===== config.mk =====
export PLATFORM = sky130hd
export DESIGN_NAME = reg_write_arbiter
export DESIGN_NICKNAME = d
export VERILOG_FILES = /design/src/rtl/reg_write_arbiter.sv
export SDC_FILE = /design/constraint.sdc
export NUM_CORES = 1
export LEC_CHECK = 0
export ABC_AREA = 1
export CAP_MARGIN = 30
export CORE_ASPECT_RATIO = 0.9
export CORE_MARGIN = 2
export CORE_UTILIZATION = 35
export DETAILED_ROUTE_END_ITERATION = 16
export PLACE_DENSITY = 0.67
export SLEW_MARGIN = 30
export SYNTH_ARGS = -nofsm -noshare
export SYNTH_HDL_FRONTEND = slang
export SYNTH_SLANG_ARGS = --single-unit

===== constraint.sdc =====
create_clock -name clk -period 4.5 [get_ports clk]
set_input_delay 0.9 -clock clk [delete_from_list [all_inputs] [get_ports clk]]
set_output_delay 0.9 -clock clk [all_outputs]
set_load 0.01 [all_outputs]

===== src/rtl/reg_write_arbiter.sv =====
// reg_write_arbiter: round-robin arbiter for the register bank write port with clear sweep and sticky select error
module reg_write_arbiter #(
  parameter int DATA_WIDTH = 8,
  parameter int NUM_REG = 6,
  parameter int NUM_REQ = 3,
  localparam int SEL_W = $clog2(NUM_REG),
  localparam int IDX_W = $clog2(NUM_REQ)
) (
  input  logic                          clk,
  input  logic                          rst,
  input  logic [NUM_REQ-1:0]            i_req_valid,
  input  logic [NUM_REQ*SEL_W-1:0]      i_req_select,
  input  logic [NUM_REQ*DATA_WIDTH-1:0] i_req_data,
  output logic [NUM_REQ-1:0]            o_req_ready,
  input  logic                          i_clear,
  input  logic                          i_err_clear,
  output logic                          o_write_enable,
  output logic [SEL_W-1:0]              o_write_select,
  output logic [DATA_WIDTH-1:0]         o_write_data,
  output logic                          o_busy,
  output logic                          o_err,
  output logic [IDX_W-1:0]              o_err_src
);
  localparam logic [SEL_W:0] NREG = (SEL_W+1)'(NUM_REG);
  localparam logic [SEL_W-1:0] LAST_SEL = SEL_W'(NUM_REG - 1);
  localparam logic [IDX_W-1:0] LAST_IDX = IDX_W'(NUM_REQ - 1);
  typedef enum logic {IDLE, CLEAR} state_t;
  state_t state, state_nx;
  logic [IDX_W-1:0] ptr, win;
  logic [SEL_W-1:0] cnt, cnt_nx, sel_w;
  logic [DATA_WIDTH-1:0] data_w;
  logic grant, bad, sweep, last;
  assign sweep = state == CLEAR;
  assign last = cnt == LAST_SEL;
  assign o_busy = sweep;
  assign bad = grant && ({1'b0, sel_w} >= NREG);
  // winner is the valid requester at the smallest rotated distance from the pointer
  always_comb begin
    int best, d;
    best = NUM_REQ;
    d = 0;
    win = '0;
    sel_w = '0;
    data_w = '0;
    for (int i = 0; i < NUM_REQ; i++) begin
      d = i - int'(ptr);
      d = d < 0 ? d + NUM_REQ : d;
      if (i_req_valid[i] && d < best) begin
        best = d;
        win = IDX_W'(i);
      end
    end
    grant = !rst && state == IDLE && !i_clear && best < NUM_REQ;
    for (int i = 0; i < NUM_REQ; i++) begin
      o_req_ready[i] = grant && win == IDX_W'(i);
      if (win == IDX_W'(i)) begin
        sel_w = i_req_select[i*SEL_W +: SEL_W];
        data_w = i_req_data[i*DATA_WIDTH +: DATA_WIDTH];
      end
    end
  end
  always_comb begin
    state_nx = state;
    cnt_nx = cnt;
    if (state == IDLE) state_nx = i_clear ? CLEAR : IDLE;
    else begin
      state_nx = last ? IDLE : CLEAR;
      cnt_nx = last ? '0 : cnt + 1'b1;
    end
  end
  always_ff @(posedge clk) begin
    if (rst) begin
      state <= IDLE;
      cnt <= '0;
      ptr <= '0;
      o_write_enable <= 1'b0;
      o_write_select <= '0;
      o_write_data <= '0;
      o_err <= 1'b0;
      o_err_src <= '0;
    end else begin
      state <= state_nx;
      cnt <= cnt_nx;
      if (grant) ptr <= win == LAST_IDX ? '0 : win + 1'b1;
      o_write_enable <= sweep || (grant && !bad);
      if (sweep) begin
        o_write_select <= cnt;
        o_write_data <= '0;
      end else if (grant && !bad) begin
        o_write_select <= sel_w;
        o_write_data <= data_w;
      end
      // a fresh error outranks a simultaneous error clear
      if (bad) begin
        o_err <= 1'b1;
        if (!o_err || i_err_clear) o_err_src <= win;
      end else if (i_err_clear) o_err <= 1'b0;
    end
  end
endmodule


==> results.yml, run 1 <==
status:
  status: "finished, final reports clean"
grt:
  grt_pass1_wl_um: 6740
  grt-ovfl-total: 0
  grt_max_degree: 14
  grtUsageTotal_pct: 17.8
  grt_pass1_vias: 1463
  grt_antenna_before_repair: 0
layout:
  final_nets: 354
  fillers: 389
  fin_area_mm2: 0.00228
  final_common_cell: "nand2_1"
  final_cell_mix: "62 x nand2_1, 54 x clkdlybuf4s50_1, 28 x nor2_1"
  n_antenna_cell: 0
  utilization_pct: 56.1
  multi_input_area_um2: 952
  area.sequential_um2: 425
  syn2layout_area_growth_pct: 53.1
  drive_gt1_share_pct: 18.5
run:
  maxCapViolCount: 0
clock_network:
  clk_pin_slew_ns: 0.08
  tritoncts: "yes"
  cts_buffers: 3
  cts_buffer_depth: 2
  cts.sinks: 21
  htree_num_levels: 1
  clock-root-buffer: "clkbuf_8"
  clk_latency_ns: 0.26
timing:
  slew_viol_final: 0
  rsz0062_at_grt: "false"
  fmax_mhz: 239
  fin_crit_sh_pct: 92.9
  setup_violations: 0
  hold_viol_final: 0
  clock_skew_ns: 0.00584
  min_period_ns: 4.18
synth:
  async_reset_ff_share_pct: 0
  avgSynthCellArea_um2: 6.51
  synth.distinct_cells: 28
  seq_area_frac_synth_pct: 28.2
  synth_nets: 280
  yosysTopAreaCell: "dfxtp_1"
  ys_ff_latch: 21
  synth_area_leaders: "dfxtp_1 28%, nand2_1 16%, ha_1 9.2%"
  synth_top_cell_area_share_pct: 28.2
  ys_warn_count: 0
  synthFlopType: "dfxtp_1"
  synth_edf_count: 0
  synthCells: 229
  syn-cell-area_mm2: 0.00149
routing:
  drt_iter0_drc: 71
  dr.pass1.iters: 4
  via_per_inst: 4.65
  drt_wl_total_um: 4150
  route.detailed.drc: 0
  vias: 1629
  drt-wirelength-per-cell_um: 11.9
  drtAntennaViolNets: 0
die:
  dieArea_mm2: 0.00480
  die_h_um: 65.9
  io_pins: 59
  core_mm2: 0.00407
  fp-row-count: 22
  die_w_um: 72.8
  start_util_pct: 36.6
critical_path:
  required_ns: 3.60
  cp.depth: 27
  startpoint_type: "flop"
  cp_max_fo: 6
  worst_path_most_repeated_cell: "nand2_1"
  cp_top_family: "simple AND/OR/NAND/NOR gates"
  path_buf_inv: 5
  worstRegToRegCells: 29
  path_class: "reg2out"
  worst_ep_arrival_time_ns: 3.28
  crit_path_end_kind: "output pin"
  crit_path_top_delay_cell: "dfxtp_4"
  slowest_delay_ns: 0.38
placed_design:
  postPlaceCellArea_mm2: 0.00220
  io_buffers: 58
  place.detailed.hpwl_um: 3280
  gp_congestion: 0.827
min_path:
  hp-class: "reg2reg"
  holdPathStages: 2
power_and_ir_drop:
  p_leak_nw: 1.06
  power_density_mw_per_mm2: 244
  irDropWorstVdd_mv: 0.141
  power_mw: 0.556
## where the power goes
group	switching [mW]	total, mW	internal [mW]
Combinational	0.115	0.224	0.109
Clock	0.0626	0.125	0.0625
Sequential	0.00910	0.207	0.198
## cell families (layout without fill, tap and decap cells)
family | count (synthesis) | after routing | synth area share [%]
and+or+nand+nor | 128 | 128 | 40.3
buffers and inverters | 36 | 109 | 9.73
AOI/OAI and AO/OA | 32 | 32 | 12.3
DFF | 21 | 21 | 28.2
adders and majority gates | 11 | 11 | 9.23
other | 1 | 1 | 0.251
## state kept, by name, summed over array words and instances, names as in the netlist
| name | cells |
|---|---|
| ptr | 2 |
| o_err_src | 2 |
| cnt | 3 |
| o_write_data | 8 |
| o_err | 1 |
| o_write_enable | 1 |
| o_busy | 1 |
| o_write_select | 3 |
## Yosys cell counts (2+ instances only)
cell / n
nand2_1: 63
nor2_1: 28
inv_1: 27
dfxtp_1: 21
nand3_1: 16
a21oi_1: 11
ha_1: 11
o21ai_1: 8
nand2_2: 6
o21ai_0: 6
nand3_2: 4
inv_2: 3
nand2_4: 3
nor2_2: 3
a211oi_1: 2
a21oi_2: 2
buf_2: 2
clkinv_1: 2
nor3_1: 2
## repair_timing
action	4_1_cts	5_1_grt
gates resized for setup	8	16
pin swaps	0	1
setup buffers	0	2
hold buffers	0	0
setup endpoints to repair	3	3
## per-stage QoR
stage                     TNS, ns  std cells  setup slack [ns]  hold WS, ns
after global placement     -0.830        344            -0.293        0.458
after global routing            0        350            0.0272        0.497
final                           0        350             0.318        0.475
after floorplan                 0        229             0.675        0.456
after CTS                       0        348            0.0315        0.476
after detailed placement    -1.12        344            -0.392        0.447
## final cells by class
type	instances	share of cell area [%]
Tap cell	48	2.63
Inverter	32	5.26
Timing Repair Buffer	73	29.6
Clock inverter	1	0.329
Clock buffer	3	1.81
Multi-Input combinational cell	172	41.7
Sequential cell	21	18.6
## path summary, 6_finish.rpt
kind,startpoint,end,slack (ns)
worst max-delay path,ptr[0],o_req_ready[2],0.32
worst min-delay path,o_write_select[2],o_write_select[2],0.48
worst max register to register,ptr[0],o_write_data[5],0.89
worst min register to register,o_write_select[2],o_write_select[2],0.48
## per-layer routing
layer	part of all wire (%)	GRT usage (%)	vias up
li1	-	-	869
met1	49	24.6	712
met2	44	28.1	43
met3	6.2	3.81	5
met4	0.94	4.40	0
met5	0	0	-
## worst min-delay path, stage by stage (launching register included)
cell	delay [ns]
dfxtp_1	0.34
o21ai_1	0.07
inv_1	0.04
(Power assumes the default switching activity.)
==> run 2: changes to the inputs <==
--- a/config.mk
+++ b/config.mk
@@ -10,9 +10,12 @@
 export CORE_ASPECT_RATIO = 0.9
 export CORE_MARGIN = 2
 export CORE_UTILIZATION = 35
+export CTS_BUF_LIST = sky130_fd_sc_hd__clkbuf_4 sky130_fd_sc_hd__clkbuf_8
 export DETAILED_ROUTE_END_ITERATION = 16
 export PLACE_DENSITY = 0.67
+export SKIP_LAST_GASP = 1
 export SLEW_MARGIN = 30
 export SYNTH_ARGS = -nofsm -noshare
 export SYNTH_HDL_FRONTEND = slang
 export SYNTH_SLANG_ARGS = --single-unit
+export TNS_END_PERCENT = 10
==> run 2 against run 1 <==
Highest routed layer unchanged. Largest power group unchanged. Flip-flop and latch count unchanged. Fmax down 2.3%. Sequential share of layout area down 0.081 points. Critical endpoint unchanged. Cell count unchanged.
==> results.yml, run 2 (synthesis gave the netlist of run 1 again) <==
routing:
  drt-wirelength-per-cell_um: 11.8
  vias: 1627
  drt_wl_total_um: 4150
  route.detailed.drc: 0
  drtAntennaViolNets: 0
  via_per_inst: 4.65
  drt_iter0_drc: 62
  dr.pass1.iters: 4
grt:
  grt-ovfl-total: 0
  grt_antenna_before_repair: 0
  grtUsageTotal_pct: 17.8
  busiest_layer: "met2"
  grt_max_degree: 14
  grt_pass1_wl_um: 6740
  grt.met3_usage_pct: 3.81
  grt_util_met1_pct: 24.6
  grtUsageMet2_pct: 28.1
  grt_pass1_vias: 1463
critical_path:
  worst_ep_arrival_time_ns: 3.38
  startpoint_type: "flop"
  cp_top_family: "simple AND/OR/NAND/NOR gates"
  crit_path_top_delay_cell: "dfxtp_4"
  path_class: "reg2out"
  slowest_delay_ns: 0.38
  cp_max_fo: 6
  required_ns: 3.60
  path_buf_inv: 5
  worst_path_most_repeated_cell: "nand2_1"
  crit_path_end_kind: "output pin"
clock_network:
  holdBufCountCts: 0
  cts.sinks: 21
  clk_pin_slew_ns: 0.08
  clock-root-buffer: "clkbuf_8"
  htree_num_levels: 1
  cts_buffer_depth: 2
  tritoncts: "yes"
  cts_buffers: 3
  clk_latency_ns: 0.26
layout:
  top_regs: "o_write_data (8), cnt (3), o_write_select (3)"
  final_cell_mix: "62 x nand2_1, 54 x clkdlybuf4s50_1, 28 x nor2_1"
  drive_gt1_share_pct: 17.9
  n_antenna_cell: 0
  fin_cells: 350
  largest_reg_flops: 8
  top_register: "o_write_data"
  syn2layout_area_growth_pct: 53.8
  final_nets: 354
  final_common_cell: "nand2_1"
placed_design:
  io_buffers: 58
  place.detailed.hpwl_um: 3280
  place_inst: 344
  gp_congestion: 0.827
timing:
  slew_viol_final: 0
  setup_violations: 0
  min_period_ns: 4.28
  fmax_mhz: 234
  hold_viol_final: 0
  rsz0062_at_grt: "true"
  clock_skew_ns: 0.00576
  fin_crit_sh_pct: 95.2
power_and_ir_drop:
  power_density_mw_per_mm2: 243
  irDropWorstVdd_mv: 0.141
  p_leak_nw: 1.06
  power_mw: 0.557
die:
  fp-row-count: 22
  dieArea_mm2: 0.00480
  die_h_um: 65.9
  start_util_pct: 36.6
  core_mm2: 0.00407
  die_w_um: 72.8
  io_pins: 59
min_path:
  hp-class: "reg2reg"
status:
  status: "finished, final reports clean"
run:
  maxCapViolCount: 0
[run 2: timing repair]
| action | in CTS | in global routing |
|---|---|---|
| endpoints found under the hold margin | 0 | 0 |
| setup buffers | 0 | 2 |
| setup endpoints to repair | 3 | 3 |
| pin swaps | 0 | 1 |
| gates resized for setup | 8 | 14 |
[run 2: where the power goes]
part	total [mW]	internal [mW]	leakage (nW)	switching, mW
Sequential	0.207	0.198	0.172	0.00909
Combinational	0.224	0.109	0.870	0.115
Clock	0.125	0.0625	0.0217	0.0626
[run 2: path summary, 6_finish.rpt]
kind / slack [ns] / cells past startpoint / to / start
setup / recovery: 0.22 / 27 / o_req_ready[2] / ptr[0]
hold / removal: 0.48 / 2 / o_write_select[2] / o_write_select[2]
setup reg to reg: 0.89 / 29 / o_write_data[5] / ptr[0]
hold reg to reg: 0.48 / 2 / o_write_select[2] / o_write_select[2]
[run 2: final cells by class]
type	instances	area [um2]
Fill cell	387	1780
Clock inverter	1	7.51
Inverter	32	120
Sequential cell	21	425
Timing Repair Buffer	73	687
Clock buffer	3	41.3
Multi-Input combinational cell	172	952
Tap cell	48	60.1
[run 2: worst register-to-register path: cells and delay by family (launching register included)]
kind	cells	cell delay, ns
AOI/OAI and AO/OA	4	0.57
buffers and inverters	6	0.61
and+or+nand+nor	16	1.23
adders and majority gates	3	0.71
DFF	1	0.38
[run 2: metrics by stage]
step	util [%]	TNS, ns	hold slack [ns]	worst slack, ns	instance area, um2
2_1_floorplan	-	0	0.456	0.675	1490
3_3_place_gp	54.1	-0.830	0.458	-0.293	2200
3_5_place_dp	54.1	-1.12	0.447	-0.392	2200
4_1_cts	55.4	0	0.476	0.0315	2260
5_1_grt	56.3	-0.130	0.497	-0.0729	2290
6_report	56.3	0	0.475	0.218	2290
[run 2: routing by layer]
metal  vias up  routed length, um
met5         -                  0
met4         0                 39
met3         5                267
met2        46               1820
met1       707               2020
li1        869                  -
==> run 3: changes to the inputs <==
==> constraint.sdc (replaced) <==
create_clock -name clk -period 4.5 [get_ports clk]
set_input_delay 0.9 -clock clk [delete_from_list [all_inputs] [get_ports clk]]
set_output_delay 0.9 -clock clk [all_outputs]
set_load 0.1 [all_outputs]
==> run 3 against run 2 <==
Critical path depth is 1 lower. Register-to-register slack better by 0.08 ns. Die area unchanged. Largest power group unchanged. First-iteration DRC count up 27%. Critical path type unchanged. Clock power barely moved. Power up 17%. Non-clock buffer count unchanged. Hold slack got worse by 0.0028 ns. Sequential share of layout area down 0.95 points.
==> results.yml, run 3 (synthesis gave the netlist of run 1 again) <==
die:
  die_h_um: 65.9
  dieArea_mm2: 0.00480
  die_w_um: 72.8
  start_util_pct: 36.6
  core_mm2: 0.00407
  io_pins: 59
  fp-row-count: 22
critical_path:
  required_ns: 3.60
  path_class: "reg2out"
  startpoint_type: "flop"
  reg2reg_slack_ns: 0.97
  crit_path_top_delay_cell: "dfxtp_4"
  worst_path_most_repeated_cell: "nand2_1"
  worst_ep_arrival_time_ns: 3.39
  crit_path_end_kind: "output pin"
  cp_max_fo: 6
  slowest_delay_ns: 0.41
clock_network:
  clk_latency_ns: 0.26
  clock-root-buffer: "clkbuf_8"
  cts.sinks: 21
  htree_num_levels: 1
  holdBufCountCts: 0
  cts_buffer_depth: 2
  cts_buffers: 3
  tritoncts: "yes"
  clk_pin_slew_ns: 0.08
grt:
  grt-ovfl-total: 0
  grt_antenna_before_repair: 0
  grtUsageMet2_pct: 29.8
  busiest_layer: "met2"
  grtUsageTotal_pct: 17.9
  grt_util_met1_pct: 23.5
  grt_pass1_wl_um: 6670
  grt_pass1_vias: 1442
  grt.met3_usage_pct: 4.57
  grt_max_degree: 14
timing:
  slew_headroom_pct: 33.3
  hold_viol_final: 0
  fin_crit_sh_pct: 95.4
  setup_violations: 0
  clock_skew_ns: 0.00346
  slew_viol_final: 0
  fmax_mhz: 233
  final.setup.tns_ns: 0
  min_period_ns: 4.29
  worstMarginPinSlew_ns: 0.998
  rsz0062_at_grt: "true"
  fin_ws_ns: 0.208
layout:
  drive_gt1_share_pct: 22.8
  top_register: "o_write_data"
  final_nets: 354
  largest_reg_flops: 8
  top_regs: "o_write_data (8), cnt (3), o_write_select (3)"
  final_cell_mix: "60 x nand2_1, 54 x clkdlybuf4s50_1, 26 x nor2_1"
  syn2layout_area_growth_pct: 63.0
  n_antenna_cell: 0
  final_common_cell: "nand2_1"
power_and_ir_drop:
  power_density_mw_per_mm2: 267
  p_leak_nw: 1.10
  power_mw: 0.650
  irDropWorstVdd_mv: 0.213
min_path:
  hp-class: "reg2reg"
placed_design:
  pre_cts_slack_ns: -0.0757
  gp_congestion: 0.869
  io_buffers: 58
  place.detailed.hpwl_um: 3260
run:
  maxCapViolCount: 0
routing:
  drtAntennaViolNets: 0
  drt_iter0_drc: 79
  vias: 1670
  dr.pass1.iters: 4
  via_per_inst: 4.77
  drt_wl_total_um: 4360
  drt-wirelength-per-cell_um: 12.4
  route.detailed.drc: 0
status:
  status: "finished, final reports clean"
==> run 3: cell types whose count changed in the layout (fill, tap and decap cells not counted), sizes merged <==
cell	previous run	this run
buf	15	18
clkdlybuf4s15	2	0
clkbuf	4	3
clkinv	1	2
clkinvlp	1	0
dlygate4sd2	1	0
dlymetal6s2s	0	1
==> run 3: layout make-up <==
| type | instances | area (um2) |
|---|---|---|
| Multi-Input combinational cell | 172 | 1030 |
| Clock inverter | 1 | 5.00 |
| Fill cell | 394 | 1640 |
| Timing Repair Buffer | 73 | 729 |
| Tap cell | 48 | 60.1 |
| Inverter | 32 | 133 |
| Sequential cell | 21 | 428 |
| Clock buffer | 3 | 41.3 |
==> run 3: routing by layer <==
metal | wire length, um | vias to the layer above
met4 | 37 | 0
li1 | - | 866
met1 | 1930 | 753
met3 | 254 | 5
met5 | 0 | -
met2 | 2130 | 46
==> run 3: where the power goes <==
| part | switching [mW] | internal, mW | leakage (nW) |
|---|---|---|---|
| clock | 0.0628 | 0.0617 | 0.0255 |
| combinational | 0.199 | 0.118 | 0.899 |
| sequential | 0.0100 | 0.198 | 0.173 |
==> run 3: worst max-delay path, delay by kind of cell (launching register included) <==
family	cells	cell delay (ns)
and+or+nand+nor	16	1.18
DFF	1	0.41
AOI/OAI and AO/OA	2	0.43
adders and majority gates	3	0.72
buffers and inverters	5	0.38
==> run 3: final timing paths <==
kind / cells after the start / start / end
worst max-delay path: 26 / ptr[0] / o_req_ready[2]
worst min-delay path: 2 / o_write_select[2] / o_write_select[2]
worst max register to register: 27 / ptr[0] / o_write_data[3]
worst min register to register: 2 / o_write_select[2] / o_write_select[2]
==> run 3: what timing repair did <==
item                       CTS  global route
setup endpoints to repair    3             3
pin swaps                    0            11
resized for setup            3            39
setup buffers                0             6
==> run 3: stage by stage <==
stage | utilization, % | cell area (um2) | std cells | hold WS, ns
after floorplan | - | 1490 | 229 | 0.456
after global placement | 54.2 | 2210 | 340 | 0.459
after detailed placement | 54.2 | 2210 | 340 | 0.455
after CTS | 55.4 | 2260 | 344 | 0.476
after global routing | 59.7 | 2430 | 350 | 0.502
final | 59.7 | 2430 | 350 | 0.472
